## config.mk

```make
export PLATFORM = sky130hd
export DESIGN_NAME = fetch_stage
export DESIGN_NICKNAME = d
export VERILOG_FILES = /design/src/rtl/fetch_stage.sv
export SDC_FILE = /design/constraint.sdc
export NUM_CORES = 1
export LEC_CHECK = 0
export BUFFER_PORTS_ARGS = -buffer_cell sky130_fd_sc_hd__buf_2
export CAP_MARGIN = 5
export CORE_ASPECT_RATIO = 0.9
export CORE_UTILIZATION = 55
export CTS_BUF_LIST = sky130_fd_sc_hd__clkbuf_16
export DETAILED_ROUTE_END_ITERATION = 8
export PLACE_DENSITY = 0.88
export REMOVE_ABC_BUFFERS = 1
export SETUP_SLACK_MARGIN = 0.2
export SYNTH_ARGS = -nofsm -noshare
export SYNTH_HDL_FRONTEND = slang
export SYNTH_SLANG_ARGS = --single-unit
export TNS_END_PERCENT = 50
```

## constraint.sdc

```tcl
create_clock -name clk -period 5.7 [get_ports clk]
set_input_delay 0.285 -clock clk [delete_from_list [all_inputs] [get_ports clk]]
set_output_delay 0.285 -clock clk [all_outputs]
set_load 0.02 [all_outputs]
```

## src/rtl/fetch_stage.sv

```systemverilog
// Instruction fetch: owns the PC, issues credit-limited word requests to imem,
// and queues returned words with their PCs for decode; redirects flush and drop in-flight.
module fetch_stage #(
  parameter logic [31:0] RESET_PC   = 32'h0000_0000,
  parameter int          FIFO_DEPTH = 2
) (
  input  logic        clk,
  input  logic        rst_n,
  output logic        imem_req,
  output logic [31:0] imem_addr,
  input  logic        imem_gnt,
  input  logic        imem_rvalid,
  input  logic [31:0] imem_rdata,
  input  logic        redirect_valid,
  input  logic [31:0] redirect_pc,
  output logic        instr_valid,
  input  logic        instr_ready,
  output logic [31:0] instr_o,
  output logic [31:0] pc_o,
  output logic [6:0]  opcode_o,
  output logic [2:0]  funct3_o,
  output logic [6:0]  funct7_o
);
  localparam int PW = $clog2(FIFO_DEPTH);
  localparam int CW = PW + 1;

  typedef struct packed {
    logic [31:0] instr;
    logic [31:0] pc;
  } entry_t;

  entry_t          fifo_mem [FIFO_DEPTH];
  entry_t          head;
  logic [31:0]     pc, rsp_pc, redir_tgt;
  logic [CW-1:0]   outstanding, outstanding_next, drop, count;
  logic [PW-1:0]   wptr, rptr;
  logic [CW:0]     inflight;
  logic            run, fire, push, pop;

  // run keeps imem_req low for the first cycle after reset
  assign inflight  = {1'b0, outstanding} + {1'b0, count};
  assign imem_req  = run && !redirect_valid && (inflight < (CW+1)'(FIFO_DEPTH));
  assign imem_addr = pc;
  assign redir_tgt = redirect_pc & 32'hFFFF_FFFC;

  assign fire = imem_req && imem_gnt;
  assign pop  = instr_valid && instr_ready;
  // a response landing in the redirect cycle is stale by definition
  assign push = imem_rvalid && (drop == '0) && !redirect_valid;

  assign outstanding_next = outstanding + CW'(fire) - CW'(imem_rvalid);

  always_ff @(posedge clk) begin
    if (!rst_n) begin
      pc          <= RESET_PC;
      rsp_pc      <= RESET_PC;
      outstanding <= '0;
      drop        <= '0;
      count       <= '0;
      wptr        <= '0;
      rptr        <= '0;
      run         <= 1'b0;
    end else begin
      run         <= 1'b1;
      outstanding <= outstanding_next;
      if (redirect_valid) begin
        pc     <= redir_tgt;
        rsp_pc <= redir_tgt;
        drop   <= outstanding_next;
        count  <= '0;
        wptr   <= '0;
        rptr   <= '0;
      end else begin
        if (fire) pc <= pc + 32'd4;
        if (imem_rvalid && (drop != '0)) drop <= drop - CW'(1);
        if (push) begin
          rsp_pc <= rsp_pc + 32'd4;
          wptr   <= wptr + PW'(1);
        end
        if (pop) rptr <= rptr + PW'(1);
        count <= count + CW'(push) - CW'(pop);
      end
    end
  end

  // PC of each kept response follows from the last redirect/reset target
  always_ff @(posedge clk) begin
    if (push) fifo_mem[wptr] <= '{instr: imem_rdata, pc: rsp_pc};
  end

  assign head        = fifo_mem[rptr];
  assign instr_valid = (count != '0);
  assign instr_o     = head.instr;
  assign pc_o        = head.pc;
  assign opcode_o    = head.instr[6:0];
  assign funct3_o    = head.instr[14:12];
  assign funct7_o    = head.instr[31:25];

endmodule

```

==> results of run 1 <==
-- kinds of logic (layout without fill, tap and decap cells) --
kind of cell               after synthesis  count (layout)  share of synthesized area [%]
and+or+nand+nor                        222             222                          15.01
DFF                                    194             194                          58.96
AOI/OAI and AO/OA                      134             134                          9.904
buffers and inverters                   69             233                          3.929
muxes                                   65              65                          8.392
xor gates and xnor gates                25              25                          2.519
adders and majority gates                8               8                          1.238
other                                    1               4                        0.04314
-- stage by stage --
stage               instance area, sq um  setup WS [ns]  hold slack [ns]
floorplan                           8431          1.043           0.3127
global placement                    9628          2.755           0.4723
detailed placement                  9628          2.684           0.4766
CTS                                10180          2.661          0.02543
global route                       10180          2.491          0.02378
finish                             10180          2.655          0.04182
-- metal layers --
layer | part of all wire (%) | up-vias
li1 | - | 3075
met4 | 1.1 | 0
met1 | 43 | 3164
met5 | 0 | -
met2 | 45 | 369
met3 | 11 | 23
-- layout by cell type, fill, tap and decap left out, types with 5 or more instances in the layout --
cell,instances
edfxtp_1,124
nand2_1,34
and3_1,10
and2_1,11
o211ai_1,6
inv_1,16
o21ai_0,42
clkbuf_16,17
nand4_1,29
buf_4,5
o31ai_1,7
and4_1,18
nor2_1,19
ha_1,7
a31oi_1,18
dfxtp_1,69
nand2b_1,6
a21oi_1,26
buf_2,178
or4_1,15
nand3_1,23
xnor2_1,13
nor3_1,17
or3_1,10
nor4_1,9
mux2_2,63
xor2_1,12
-- registers in the layout (all words and copies together) (netlist names), named ones only --
name	count
rptr	1
outstanding	2
rsp_pc	30
fifo_mem	124
drop	2
run	1
count	2
imem_addr	30
wptr	1
-- layout make-up --
type	count	area, sq um
clock buffers	17	425.4
clock inverters	15	131.4
fillers	1154	5256
inverters	18	68.82
multi-input cells	458	3252
flip-flops and latches	194	5126
well taps	202	252.7
repair buffers	183	928.4
-- power by group --
part / internal, W / switching [W]
registers: 0.00158 / 0.0000671
logic: 0.000138 / 0.000234
clock network: 0.000606 / 0.000523
-- worst max-delay path by stage --
stage,startpoint,end,slack [ns],cells after the start
floorplan,redirect_valid,fifo_mem[0][10]$_DFFE_PP_,1.04,3
global placement,outstanding[0]$_SDFF_PN0_,drop[1]$_SDFFE_PN0P_,2.76,13
detailed placement,count[0]$_SDFF_PP0_,drop[1]$_SDFFE_PN0P_,2.68,13
CTS,count[0]$_SDFF_PP0_,drop[1]$_SDFFE_PN0P_,2.66,13
global route,count[0]$_SDFF_PP0_,drop[1]$_SDFFE_PN0P_,2.49,13
finish,count[0]$_SDFF_PP0_,drop[1]$_SDFFE_PN0P_,2.65,13
==> metrics.md, run 1 <==
| Metric | Value |
|---|---|
| Status | completed |
| Initial Util | 56.29% |
| Required @ worst endpoint | 6.01 ns |
| Max Cap Viol | 0 |
| Slew @ Worst Pin | 1.182 ns |
| Hold Crit Class | in2reg |
| CP bufs+invs | 3 |
| Final core occ | 65.96% |
| Synthesis warning total | 0 |
| Layout Cells excl Fill | 1,087 |
| DIE WIDTH | 134.5 um |
| ANT cells | 0 |
| R2R Path End | drop[1]$_SDFFE_PN0P_ |
| Total track usage | between 20% and 30% |
| Slew HR | 20.47% |
| CTS Sinks | around 190 |
| Mapped Area | ~8700 sq um |
| Clock Latency Late Sink | 0.43 ns |
| FF-to-FF path depth | 13 |
| Setup crit end kind | flop |
| Tot Pwr | 0.003146 W |
| Die ar. | ~16,000 sq um |
| Cell Pwr Density | just over 300 nW/um^2 |
| #FFs+latches synth | 194 |
| Cts hold-fix bufs | 0 |
| Total CTS buffers | 17 |
| Wirelength per Cell | 18.56 um |
| Iter 0 DRT Violations | 602 |
| GRT met2 Usage | 38.37% |
| Mapped Cells | 718 |
| Max frequency | roughly 330 MHz |
| First-pass GRT wire length | 31.22 mm |
| Grt met1 use | 35.53% |
| CP max stage cell | or4b_4 |
| DP HPWL | 13.81 mm |
| Root Buffer | clkbuf_16 |
| CP delay by family, top | simple AND/OR/NAND/NOR gates |
| Setup repair bufs after CTS | 0 |
| Final wirelength | 20.18 mm |
| Placed cell count | 1,055 |
| Cell taking the most area after synthesis | edfxtp_1 |
| Crit share post-route | about 53% |
| Area grow syn2layout | 17.17% |
| Worst-path cell chain | and2_1, fa_1, or4b_4, clkinv_2, and2_2, inv_2, ha_1, inv_1, ha_1, xor2_1, xnor2_1, nor2_1, o2bb2ai_1 |
| R2R Setup Slk | between 2 and 3 ns |
| Most common cell in the netlist | edfxtp_1 |
| CP max FO | 7 |
| Max IR drop VDD | 231.1 uV |
| DRT Pass-1 Iters | 5 |
| Final GP Congestion | 0.9520 |
| Final Hold Fails | 0 |
| CP peak stage delay | between 0.5 and 0.6 ns |
| Residual antenna-violating net count after detailed routing | 0 |
| Remaining Overflow, GRT | 0 |
| Post-CTS Resized | 0 |
| Std cell rows | 43 |
| Worst hold path endpoint | fifo_mem[0][41]$_DFFE_PP_ |
| Via count | 6,631 |
| Avg Cell Area, Syn | 12.11 sq um |
| WHS Path Cells | 1 |
| Startpoint types | flop |
| DRC violation count after routing | 0 |
| Setup TNS | 0 ns |
| CTS tree | built |
| WP data arrival | 3.36 ns |
| Final Critical Period | approximately 3 ns |
| Synth top area share | 42.84% |
| Post-synth top cells | edfxtp_1 (124), dfxtp_1 (70), mux2_2 (63) |
| Met3 GRT Util | under 10% |
| Number of synthesized flops with an enable pin | 124 |
| Nets@finish | 950 |
| IO buf count | 178 |
| Largest net degree at the start of global routing | 76 |
| Worst hold path startpoint | imem_rdata[9] |
| Core area | around 15,000 sq um |
| Layout cells sized above 1 | 32.54% |
| Synth area leaders | edfxtp_1 (43%), dfxtp_1 (16%), mux2_2 (8.2%) |
| Worst flop-to-flop path startpoint | count[0]$_SDFF_PP0_ |
| Most used cell, CP | ha_1 |
| Ys flop type | edfxtp_1 |
| Die Ht | 121.3 um |
| Final Setup Violations | 0 |
| Post-synth ARST share | 0% |
| H-tree depth | 4 |
| Longest Clk Path Bufs | 2 |
| Clk slew on worst S/H paths | approximately 0.07 ns |
| Pleak | 3.736 nW |
| Count of pins over their slew limit | 0 |
| Post-synthesis sequential area ratio | 58.96% |
| GR peak layer | met2 |
| Via-to-Cell Ratio | 6.100 |
| Clock skew | slightly above 0.008 ns |
| Initial antenna violation count | 0 |
| RSZ-0062 raised after global routing | false |
| Netlist cell types | between 60 and 70 |
| Kind of critical path | reg2reg |
| IO Pins | 185 |
| Number of global-route vias before repair | 5,899 |
No activity file was read; power rests on OpenSTA's default activity.
==> inputs of run 2 (changes only) <==
--- a/config.mk
+++ b/config.mk
@@ -5,13 +5,14 @@
 export SDC_FILE = /design/constraint.sdc
 export NUM_CORES = 1
 export LEC_CHECK = 0
+export ABC_AREA = 1
 export BUFFER_PORTS_ARGS = -buffer_cell sky130_fd_sc_hd__buf_2
 export CAP_MARGIN = 5
 export CORE_ASPECT_RATIO = 0.9
-export CORE_UTILIZATION = 55
+export CORE_UTILIZATION = 50
 export CTS_BUF_LIST = sky130_fd_sc_hd__clkbuf_16
 export DETAILED_ROUTE_END_ITERATION = 8
-export PLACE_DENSITY = 0.88
+export PLACE_DENSITY = 0.84
 export REMOVE_ABC_BUFFERS = 1
 export SETUP_SLACK_MARGIN = 0.2
 export SYNTH_ARGS = -nofsm -noshare
==> constraint.sdc (replaced) <==
create_clock -name clk -period 2.8 [get_ports clk]
set_input_delay 0.14 -clock clk [delete_from_list [all_inputs] [get_ports clk]]
set_output_delay 0.14 -clock clk [all_outputs]
set_load 0.02 [all_outputs]
==> run 2 against run 1 <==
  * Non-clock buffer count up 37
  * Sequential power up 100%
  * Largest cell class unchanged
  * Largest power group unchanged
  * Power up 110%
==> metrics.md, run 2 <==
| Metric | Value |
|---|---|
| Max frequency | 443.9 MHz (was 328.4 MHz) |
| Max reg flops | 124 (unchanged) |
| Total CTS buffers | 17 (unchanged) |
| Layout cells sized above 1 | 25.97% (was 32.54%) |
| CP peak stage delay | 0.44 ns (was 0.58 ns) |
| CTS tree | built (unchanged) |
| Post-synth ARST share | 0% (unchanged) |
| Root Buffer | clkbuf_16 (unchanged) |
| Tot Pwr | 0.006515 W (was 0.003146 W) |
| DRC violation count after routing | 0 (unchanged) |
| Multiplexer share of the synthesized area | 7.506% (was 8.392%) |
| Largest net degree at the start of global routing | 63 (was 76) |
| Clock Latency Late Sink | 0.44 ns (was 0.43 ns) |
| Sw Ratio | 28.21% (was 26.19%) |
| Setup TNS | 0 ns (unchanged) |
| Synth Area in Simple Gates | 20.38% (was 15.01%) |
| Core area | 17,900 sq um (was 15,440 sq um) |
| Wirelength per Cell | 16.13 um (was 18.56 um) |
| Synthesis warning total | 0 (unchanged) |
| Initial Util | 51.96% (was 56.29%) |
| Ys flop type | edfxtp_1 (unchanged) |
| Setup crit end kind | flop (unchanged) |
| CP delay by family, top | adder cells (was simple AND/OR/NAND/NOR gates) |
| Slew HR | 57.80% (was 20.47%) |
| CTS Sinks | 194 (unchanged) |
| ANT cells | 0 (unchanged) |
| Reg power frac | 50.5% (was 52.3%) |
| Cell Pwr Density | 578.8 nW/um^2 (was 308.9 nW/um^2) |
| Post-synth top cells | nand2_1 (251), edfxtp_1 (124), inv_1 (110) (was edfxtp_1 (124), dfxtp_1 (70), mux2_2 (63)) |
| Final wirelength | 23.37 mm (was 20.18 mm) |
| Final Setup Violations | 0 (unchanged) |
| Combinational Power Share | 11.9% (was 11.8%) |
| Largest family of logic cells by synthesized area | simple AND/OR/NAND/NOR gates (unchanged) |
| Final core occ | 62.88% (was 65.96%) |
| Max IR drop VDD | 494.0 uV (was 231.1 uV) |
| RSZ-0062 raised after global routing | false (unchanged) |
| Netlist cell types | 41 (was 69) |
| Hold Crit Class | in2reg (unchanged) |
| GR peak layer | met2 (unchanged) |
| Cell taking the most area after synthesis | edfxtp_1 (unchanged) |
| Final Critical Period | 2.253 ns (was 3.045 ns) |
| Post-CTS Resized | 0 (unchanged) |
| Leading cell type in the layout, fill and taps excluded | nand2_1 (was buf_2) |
| Met3 GRT Util | 5.764% (was 6.349%) |
| Final GP Congestion | 0.9562 (was 0.9520) |
| Most used cell, CP | nand2_1 (was ha_1) |
| Number of global-route vias before repair | 7,064 (was 5,899) |
| Pleak | 4.531 nW (was 3.736 nW) |
| Top reg by flops | fifo_mem (unchanged) |
| Iter 0 DRT Violations | 639 (was 602) |
| Synth Area in Compound Gates | 6.793% (was 9.904%) |
| First-pass GRT wire length | 36.78 mm (was 31.22 mm) |
| IO Pins | 185 (unchanged) |
| Max Cap Viol | 0 (unchanged) |
| DIE WIDTH | 145.8 um (was 134.5 um) |
| Post-Synth Adder-Cell Area | 1.157% (was 1.238%) |
| Clock skew | 0.009859 ns (was 0.008108 ns) |
| H-tree depth | 4 (unchanged) |
| Int Pwr | 0.004677 W (was 0.002322 W) |
| CP bufs+invs | 2 (was 3) |
| Grt met1 use | 33.83% (was 35.53%) |
| Clock share of power | 37.6% (was 35.9%) |
| DRT Pass-1 Iters | 5 (unchanged) |
| Total track usage | 24.70% (was 25.14%) |
| DP HPWL | 15.53 mm (was 13.81 mm) |
| Synth top area share | 40.03% (was 42.84%) |
| Longest Clk Path Bufs | 2 (unchanged) |
| Die Ht | 131.4 um (was 121.3 um) |
| WP data arrival | 2.58 ns (was 3.36 ns) |
| Required @ worst endpoint | 3.13 ns (was 6.01 ns) |
| Remaining Overflow, GRT | 0 (unchanged) |
| Most frequent cells in the layout | nand2_1 (251), buf_2 (178), edfxtp_1 (124) (was buf_2 (178), edfxtp_1 (124), dfxtp_1 (69)) |
| Nets@finish | 1,274 (was 950) |
| Kind of critical path | reg2reg (unchanged) |
| Residual antenna-violating net count after detailed routing | 0 (unchanged) |
| Count of pins over their slew limit | 0 (unchanged) |
| Avg Cell Area, Syn | 9.292 sq um (was 12.11 sq um) |
| Die ar. | 19,150 sq um (was 16,310 sq um) |
| #FFs+latches synth | 194 (unchanged) |
| Initial antenna violation count | 0 (unchanged) |
| Mapped Cells | 1,001 (was 718) |
| Crit share post-route | 80.45% (was 53.42%) |
| Std cell rows | 46 (was 43) |
| Final Hold Fails | 0 (unchanged) |
| GRT met2 Usage | 38.89% (was 38.37%) |
| Placed Instance Area | 10,310 sq um (was 9628 sq um) |
| Post-synthesis sequential area ratio | 55.10% (was 58.96%) |
| Mapped Area | 9301 sq um (was 8692 sq um) |
| CP max FO | 3 (was 7) |
| Final Instance Area | 11,260 sq um (was 10,180 sq um) |
| Via count | 7,629 (was 6,631) |
| Startpoint types | flop (unchanged) |
| Most common cell in the netlist | nand2_1 (was edfxtp_1) |
| Status | completed (unchanged) |
| Area grow syn2layout | 21.01% (was 17.17%) |
| XOR/XNOR share of the synthesized area | 1.130% (was 2.519%) |
| Worst-path cell chain | nand2_1, inv_1, fa_1, nor2_4, nand4_4, ha_1, inv_1, ha_1, xor2_1, nand2_1, nand2_1, nor2_1, nand2_1, nand2_1 (was and2_1, fa_1, or4b_4, clkinv_2, and2_2, inv_2, ha_1, inv_1, ha_1, xor2_1, xnor2_1, nor2_1, o2bb2ai_1) |
| IO buf count | 178 (unchanged) |
| Via-to-Cell Ratio | 5.265 (was 6.100) |
| Synth area leaders | edfxtp_1 (40%), dfxtp_1 (15%), nand2_1 (10%) (was edfxtp_1 (43%), dfxtp_1 (16%), mux2_2 (8.2%)) |
| Clk slew on worst S/H paths | 0.08 ns (was 0.07 ns) |
| Number of synthesized flops with an enable pin | 124 (unchanged) |
| Hold WS | 0.03042 ns (was 0.04182 ns) |
| CP max stage cell | fa_1 (was or4b_4) |
| Slew @ Worst Pin | 0.6323 ns (was 1.182 ns) |
| Sw Pwr | 0.001838 W (was 0.0008239 W) |
==> run 2: final cells by class <==
| type | instances | area, sq um |
|---|---|---|
| inverter | 115 | 434.2 |
| tap | 240 | 300.3 |
| clock buffer | 17 | 425.4 |
| fill | 1458 | 6644 |
| timing repair buffer | 220 | 1329 |
| clock inverter | 15 | 172.7 |
| multi-input combinational | 648 | 3468 |
| sequential | 194 | 5126 |
==> run 2: kinds of logic after synthesis <==
family	count (synthesis)
xor+xnor	12
mux	62
simple gates	442
other cells	1
flops	194
buf+inv	162
fa+ha+maj	8
compound gates	120
==> run 2: worst paths after layout <==
check | from | slack (ns) | cells past startpoint | endpoint
min | redirect_pc[4] | 0.03 | 3 | rsp_pc[4]$_SDFFE_PN0P_
min reg2reg | rptr$_SDFFE_PP0P_ | 0.46 | 1 | flop
max reg2reg | count[0]$_SDFF_PP0_ | 0.55 | 14 | drop[1]$_SDFFE_PN0P_
max | count[0]$_SDFF_PP0_ | 0.55 | 14 | drop[1]$_SDFFE_PN0P_
==> run 2: tightest hold or removal path, delay by kind of cell <==
| kind | cells | cell delay, ns |
|---|---|---|
| AO/OA/AOI/OAI | 1 | 0.08 |
| buffers and inverters | 1 | 0.10 |
| AND/OR/NAND/NOR | 1 | 0.10 |
==> run 2: routing by layer <==
metal,share of wire [%],vias up
met4,1.9,0
met3,10,35
met1,43,3522
met5,0,-
li1,-,3687
met2,46,385
==> run 2: through the flow <==
step / std cells / worst slack, ns
6_report: 1449 / 0.5473
5_1_grt: 1449 / 0.3264
4_1_cts: 1448 / 0.3982
3_5_place_dp: 1382 / 0.4677
3_3_place_gp: 1382 / 0.5352
2_1_floorplan: 957 / -1.826
==> run 2: what timing repair did <==
| action | in CTS | in global routing |
|---|---|---|
| hold buffers | 34 | 0 |
| hold endpoints to repair | 66 | 0 |
| setup buffers | 0 | 1 |
| endpoints found under the setup margin | 0 | 1 |
==> run 2: power by group through the flow <==
stage	combinational, W	clock [W]	sequential, W
3_5_place_dp	0.000720	0	0.00335
4_1_cts	0.000764	0.00247	0.00329
5_1_grt	0.000844	0.00259	0.00331
3_3_place_gp	0.000702	0	0.00334
2_1_floorplan	0.000419	0	0.00336
6_report	0.000774	0.00245	0.00329
